===== src/rtl/pll_reset_sequencer.sv =====
// pll_reset_sequencer
// Qualifies the PLL lock flag and generates the downstream synchronous reset
// for the 200 MHz pulse-generation domain. Lock must be continuously high
// for a qualification window, then reset is held for a fixed extra period.
// Loss of lock while running re-asserts reset at once and is counted.
//
// state      | meaning
// -----------+-----------------------------------------------------------
// WAIT_LOCK  | waiting for synchronised lock; timer idle at zero
// STABLE     | lock seen; counting consecutive high cycles to qualify it
// HOLD       | lock qualified; keeping sys_reset high for the hold period
// RUN        | reset released, ready high; any lock drop is a loss event

module pll_reset_sequencer #(
    parameter int SYNC_STAGES        = 2,
    parameter int LOCK_STABLE_CYCLES = 1024,
    parameter int RESET_HOLD_CYCLES  = 16,
    parameter int CNT_W              = 8
) (
    input  logic             clock_in,
    input  logic             reset,
    input  logic             locked,
    input  logic             clear_sticky,
    output logic             sys_reset,
    output logic             ready,
    output logic [CNT_W-1:0] lock_lost_count,
    output logic             lock_lost_sticky
);

    localparam int MAX_CYC = (LOCK_STABLE_CYCLES > RESET_HOLD_CYCLES) ?
                             LOCK_STABLE_CYCLES : RESET_HOLD_CYCLES;
    localparam int TW      = $clog2(MAX_CYC + 1);

    localparam logic [TW-1:0] STABLE_TC = TW'(LOCK_STABLE_CYCLES - 1);
    localparam logic [TW-1:0] HOLD_TC   = TW'(RESET_HOLD_CYCLES - 1);

    localparam logic [1:0] ST_WAIT_LOCK = 2'd0;
    localparam logic [1:0] ST_STABLE    = 2'd1;
    localparam logic [1:0] ST_HOLD      = 2'd2;
    localparam logic [1:0] ST_RUN       = 2'd3;

    logic [SYNC_STAGES-1:0] sync_q;
    logic                   lock_s;

    logic [1:0]       state_q,     state_d;
    logic [TW-1:0]    tmr_q,       tmr_d;
    logic             sys_reset_q, sys_reset_d;
    logic             ready_q,     ready_d;
    logic [CNT_W-1:0] cnt_q,       cnt_d;
    logic             sticky_q,    sticky_d;
    logic             loss_event;

    // Bring the asynchronous lock flag into the clock_in domain.
    always_ff @(posedge clock_in) begin
        if (reset) begin
            sync_q <= '0;
        end else begin
            sync_q <= {sync_q[SYNC_STAGES-2:0], locked};
        end
    end

    assign lock_s = sync_q[SYNC_STAGES-1];

    // Qualification FSM; the timer is shared by STABLE and HOLD and is
    // cleared on every state change so each phase starts from zero.
    always_comb begin
        state_d    = state_q;
        tmr_d      = tmr_q;
        loss_event = 1'b0;
        case (state_q)
            ST_WAIT_LOCK: begin
                tmr_d = '0;
                if (lock_s) begin
                    state_d = ST_STABLE;
                end
            end
            ST_STABLE: begin
                if (!lock_s) begin
                    state_d = ST_WAIT_LOCK;
                    tmr_d   = '0;
                end else if (tmr_q == STABLE_TC) begin
                    state_d = ST_HOLD;
                    tmr_d   = '0;
                end else begin
                    tmr_d = tmr_q + TW'(1);
                end
            end
            ST_HOLD: begin
                if (!lock_s) begin
                    state_d = ST_WAIT_LOCK;
                    tmr_d   = '0;
                end else if (tmr_q == HOLD_TC) begin
                    state_d = ST_RUN;
                    tmr_d   = '0;
                end else begin
                    tmr_d = tmr_q + TW'(1);
                end
            end
            ST_RUN: begin
                tmr_d = '0;
                if (!lock_s) begin
                    state_d    = ST_WAIT_LOCK;
                    loss_event = 1'b1;
                end
            end
            default: begin
                state_d = ST_WAIT_LOCK;
                tmr_d   = '0;
            end
        endcase
    end

    // Outputs follow the next state so they change on the edge that
    // enters or leaves RUN; a loss beats a coincident sticky clear.
    always_comb begin
        sys_reset_d = (state_d != ST_RUN);
        ready_d     = (state_d == ST_RUN);
        cnt_d       = cnt_q;
        sticky_d    = sticky_q;
        if (loss_event) begin
            sticky_d = 1'b1;
            if (cnt_q != {CNT_W{1'b1}}) begin
                cnt_d = cnt_q + CNT_W'(1);
            end
        end else if (clear_sticky) begin
            sticky_d = 1'b0;
        end
    end

    // State and output registers.
    always_ff @(posedge clock_in) begin
        if (reset) begin
            state_q     <= ST_WAIT_LOCK;
            tmr_q       <= '0;
            sys_reset_q <= 1'b1;
            ready_q     <= 1'b0;
            cnt_q       <= '0;
            sticky_q    <= 1'b0;
        end else begin
            state_q     <= state_d;
            tmr_q       <= tmr_d;
            sys_reset_q <= sys_reset_d;
            ready_q     <= ready_d;
            cnt_q       <= cnt_d;
            sticky_q    <= sticky_d;
        end
    end

    assign sys_reset        = sys_reset_q;
    assign ready            = ready_q;
    assign lock_lost_count  = cnt_q;
    assign lock_lost_sticky = sticky_q;

endmodule

===== config.mk =====
export PLATFORM = sky130hd
export DESIGN_NAME = pll_reset_sequencer
export DESIGN_NICKNAME = d
export VERILOG_FILES = /design/src/rtl/pll_reset_sequencer.sv
export SDC_FILE = /design/constraint.sdc
export NUM_CORES = 1
export LEC_CHECK = 0
export ABC_AREA = 1
export CORE_AREA = 3 3 52 54
export DETAILED_ROUTE_END_ITERATION = 10
export DIE_AREA = 0 0 55 57
export PLACE_DENSITY = 0.74
export SYNTH_ARGS = -nofsm -noshare
export SYNTH_HDL_FRONTEND = slang
export SYNTH_SLANG_ARGS = --single-unit

===== constraint.sdc =====
create_clock -name clock_in -period 1.5 [get_ports clock_in]
set_input_delay 0.225 -clock clock_in [delete_from_list [all_inputs] [get_ports clock_in]]
set_output_delay 0.225 -clock clock_in [all_outputs]
set_load 0.1 [all_outputs]

# After elaboration in Yosys (flattened, before gate mapping)
# Cells that the tools add are included.
# word_totals
out_inout_bits	11
ff_bits	26
input_bits	4
# op_classes
mux	16
n_eq_ne	8
n_addsub	2
reduce_logical	4
# ops
op	count
$mux W11	4
$pmux W11 S3	1
$mux W2	6
$add A11 B1 Y11 const B	1
$eq A11 B10 Y1 const B	1
$eq A11 B4 Y1 const B	1
$add A8 B1 Y8 const B	1
$ne A8 B8 Y1 const B	1
$pmux W2 S4	1
$eq A2 B2 Y1 const B	3
$mux W1	4
$eq A2 B1 Y1 const B	1
$logic_not A2 Y1	1
$ne A2 B2 Y1 const B	1
$reduce_and A2 Y1	1
$reduce_bool A2 Y1	1
$reduce_or A2 Y1	1

# Logic depth before layout (Yosys ltp)
# depth
word_depth	5
ltp_mapped	9
mapped_depth_nobuf	9

# Least setup slack after synthesis
# Ideal clock, no wire load.
# synth_timing
path_type	reg2reg
startpoint	register cnt_q[0], in the netlist lock_lost_count[0]
endpoint	register cnt_q[0], in the netlist lock_lost_count[0]
n_path_buf	0
setup_slack_ps	-603
t_arrival_ps	1986
stages_incl_launch_ff	9
period_less_slack_ps	2103
cell_sequence	dfxtp_1 ha_1 nand2_2 nor3_4 nand2_2 nand2_4 inv_4 nor2_1 nor2_1
# synth_between
elab_chain_len	2
elab_cells_between_ends	3
classes_between	add/sub: 1; eq/ne: 1; reduce/logical: 1
# synth_lines
element	line_no	rtl
from (decl)	49	logic [CNT_W-1:0] cnt_q, cnt_d;
from (signal assigned)	144	cnt_q <= cnt_d;
parallel branches: the longest is 2 deep, another holds $add A8 B1 Y8	n/a	
# Several ways; the timed one is not identified.
# A chain may end at the register's enable or synchronous reset.

# Final worst setup path
# layout_timing
startpoint	register tmr_q[0]
endpoint	register tmr_q[0]
# layout_between
elab_chain_len	4
elab_cells_between_ends	8
classes_between	add/sub: 1; eq/ne: 2; mux: 5
# layout_lines
element	line_no	rtl
from (decl)	46	logic [TW-1:0] tmr_q, tmr_d;
from (signal assigned)	141	tmr_q <= tmr_d;
$add A11 B1 Y11, or another cell as far along	85, 96	
$mux W11 (on tied branches)	92, 81	
$mux W11 (on tied branches)	89, 78	
$pmux W11 S3 (*)	70	case (state_q)
# Mark *: on every way between the ends. The rest lies on a longest branch, timed or not.

==> flow_summary_export.csv <==
group,metric,value,unit
place,routabilityCongestion,0.815,
clock_tree,hold_buffers,0,
synthesis,synth_cell_types,18,
grt,grt_max_degree,15,
die,die_x,55,microns
worst_hold_path,min_from,"locked",
flow_run,maxCapViolCount,0,
synthesis,synthArstFlopShare,0,%
synthesis,ys_warn_count,0,
die,rows,17,
sta,fmax,726,MHz
die,die-area,3140,sq um
place,io_buffers,14,
finish,n_antenna_cell,0,
critical_path,ff2ff_path_depth,8,
clock_tree,cts_buffers,3,
route,routedWlPerCell,10.9,microns
finish,fillers,195,
synthesis,synthFlopType,"dfxtp_1",
critical_path,arrival,1.59,ns
sta,tightest_slew,0.297,ns
clock_tree,cts_resized,0,
grt,grt_pass1_wl,4160,microns
finish,finalNetCount,193,
synthesis,netlist.area_leader.share,43.2,%
clock_tree,cts_tree,"done",
worst_hold_path,hold_depth,3,
synthesis,ys_seq_elements,26,
sta,slew_headroom,80.2,%
synthesis,synth-edff-count,0,
clock_tree,root_buffer,"clkbuf_4",
synthesis,synthesis.area,1200,sq um
clock_tree,path_clk_slew,0.13,ns
critical_path,worst_setup_path_start_kind,"flop",
worst_hold_path,hold_path_end,"sync_q[0]$_SDFF_PP0_",
grt,grt.overflow.total,0,
finish,multi_input_area,598,sq um
grt,antenna_found_initial,0,
synthesis,syn_area_per_cell,7.16,sq um
sta,final.period_utilization,91.8,%
die,ios,15,
sta,min_period,1.38,ns
critical_path,r2r_slack,0.12,ns
die,die_h,57,microns
route,wl,2330,microns
synthesis,netlist_top_cells_count,"nand2_1, nor2_1, dfxtp_1",
die,start_util,53.4,%
finish,area_growth,29.5,%
sta,hold_violations,0,
critical_path,path_class,"flop to flop",
synthesis,synthCells,168,
route,first_pass_iters,4,
finish,seqCellArea,542,sq um
critical_path,r2r_start,"tmr_q[0]$_SDFF_PP0_",
place,dpl.hpwl,1830,microns
clock_tree,clock_sinks,26,
critical_path,critPathMaxFanout,9,
sta,setup_viol,0,
route,drt_first_iter_violations,21,
synthesis,synth.area.top_cells,"dfxtp_1, nand2_1, nor2_1",
route,viasPerCell,4.90,
critical_path,worstSetupEndpointType,"flop",
power_and_ir_drop,pwr_density_cell,650,nW/um^2
synthesis,synth_most_common_cell,"nand2_1",
finish,final_layout_size_suffix_gt1_share,19.4,%
route,route.detailed.drc,0,
grt,grtUsageTotal,17.4,%
sta,tns,0,ns
synthesis,yosys.area.top_type,"dfxtp_1",
power_and_ir_drop,leakage,0.000704,uW
synthesis,yosysSeqAreaShare,43.2,%
critical_path,r2r-end,"tmr_q[0]$_SDFF_PP0_",
clock_tree,htree_levels,1,
clock_tree,clockBufferDepth,2,
power_and_ir_drop,power.ir.vdd_worst,0.475,mV
critical_path,required,1.72,ns
clock_tree,clk_latency,0.31,ns
sta,fin_skew,0.00240,ns
worst_hold_path,hp-class,"input port to flop",
sta,slew_violations,0,
route,antenna_left,0,
sta,rsz0062_at_grt,"no",
die,core-area,2250,sq um
status,outcome,"complete, no violations",
clock_tree,post-cts-setup-buffer-count,0,
route,vias,1049,
synthesis,syn-num-nets,174,
finish,postLayoutCoreUtil,69.1,%
grt,grt_pass1_vias,981,
==> per-layer routing <==
| metal | global-route usage, % | routed length, microns | up-vias |
|---|---|---|---|
| met4 | 4.86 | 12 | 0 |
| met5 | 0 | 0 | - |
| met3 | 2.87 | 102 | 2 |
| li1 | - | - | 547 |
| met1 | 22.9 | 1040 | 481 |
| met2 | 28.9 | 1180 | 19 |
==> where the power goes <==
group / switching, uW / leakage, uW / total (uW) / internal (uW)
Clock: 193 / 0.0000150 / 297 / 104
Sequential: 2.59 / 0.000216 / 689 / 686
Combinational: 14.4 / 0.000473 / 26.6 / 12.2
==> how the worst max path moves through the flow <==
stage                                    start                         endpoint  slack (ns)  cells past startpoint
5_1_grt                    tmr_q[0]$_SDFF_PP0_              tmr_q[5]$_SDFF_PP0_       0.007                      8
2_1_floorplan  lock_lost_count[0]$_SDFFE_PP0P_  lock_lost_count[1]$_SDFFE_PP0P_        0.04                      8
6_report                   tmr_q[0]$_SDFF_PP0_              tmr_q[0]$_SDFF_PP0_        0.12                      8
4_1_cts                    tmr_q[0]$_SDFF_PP0_              tmr_q[0]$_SDFF_PP0_        0.01                      8
3_3_place_gp               tmr_q[0]$_SDFF_PP0_              tmr_q[0]$_SDFF_PP0_        0.14                      8
3_5_place_dp               tmr_q[0]$_SDFF_PP0_              tmr_q[0]$_SDFF_PP0_        0.06                      8
==> flip-flops by register name, summed over array words and instances (netlist names) <==
name              count
lock_lost_count       8
lock_lost_sticky      1
ready                 1
state_q               2
sync_q                2
sys_reset             1
tmr_q                11
==> final cells by class <==
class / instances / area share [%]
sequential: 26 / 34.8
tap: 28 / 2.25
multi-input combinational: 115 / 38.4
timing repair buffer: 15 / 16.5
inverter: 26 / 6.42
clock buffer: 4 / 1.69
==> logic make-up (layout without fill, tap and decap cells) <==
group / Yosys count / in the layout / synth area share [%]
xor gates and xnor gates: 10 / 10 / 7.28
and+or+nand+nor: 93 / 93 / 34.3
AOI/OAI and AO/OA: 10 / 10 / 4.16
adders and majority gates: 2 / 2 / 2.08
DFF: 26 / 26 / 43.2
buffers and inverters: 27 / 45 / 8.94
==> cells in the final DEF (no fill, tap or decap), types with 3 or more instances in the layout <==
master,synthesis,routed
nand2_1,39,39
nor2_1,31,31
inv_1,24,24
dfxtp_1,26,17
nand3_1,13,12
buf_12,0,11
xor2_1,8,8
a21oi_1,7,7
dfxtp_2,0,5
dfxtp_4,0,4
nand2_2,4,3
o21ai_0,3,3
clkbuf_4,0,3
clkdlybuf4s50_1,0,3
==> critical path: stages, from the launching register on <==
cell,delay (ns)
dfxtp_2,0.37
ha_1,0.20
nand3_2,0.13
inv_1,0.11
nand3_1,0.09
nand3_1,0.11
nand2_1,0.10
nand2_4,0.12
nor2_1,0.06
==> metrics by stage <==
| step | setup WS (ns) | cell area, sq um | hold slack, ns | instances | total power [uW] |
|---|---|---|---|---|---|
| 3_5_place_dp | 0.0558 | 1520 | 0.404 | 210 | 730 |
| 6_report | 0.123 | 1560 | 0.414 | 214 | 1010 |
| 4_1_cts | 0.00974 | 1550 | 0.407 | 214 | 1020 |
| 3_3_place_gp | 0.136 | 1520 | 0.410 | 210 | 730 |
| 5_1_grt | 0.00689 | 1560 | 0.398 | 214 | 1050 |
| 2_1_floorplan | 0.0391 | 1240 | 0.332 | 168 | 718 |
Note: power is estimated with default switching activity, not from simulation.
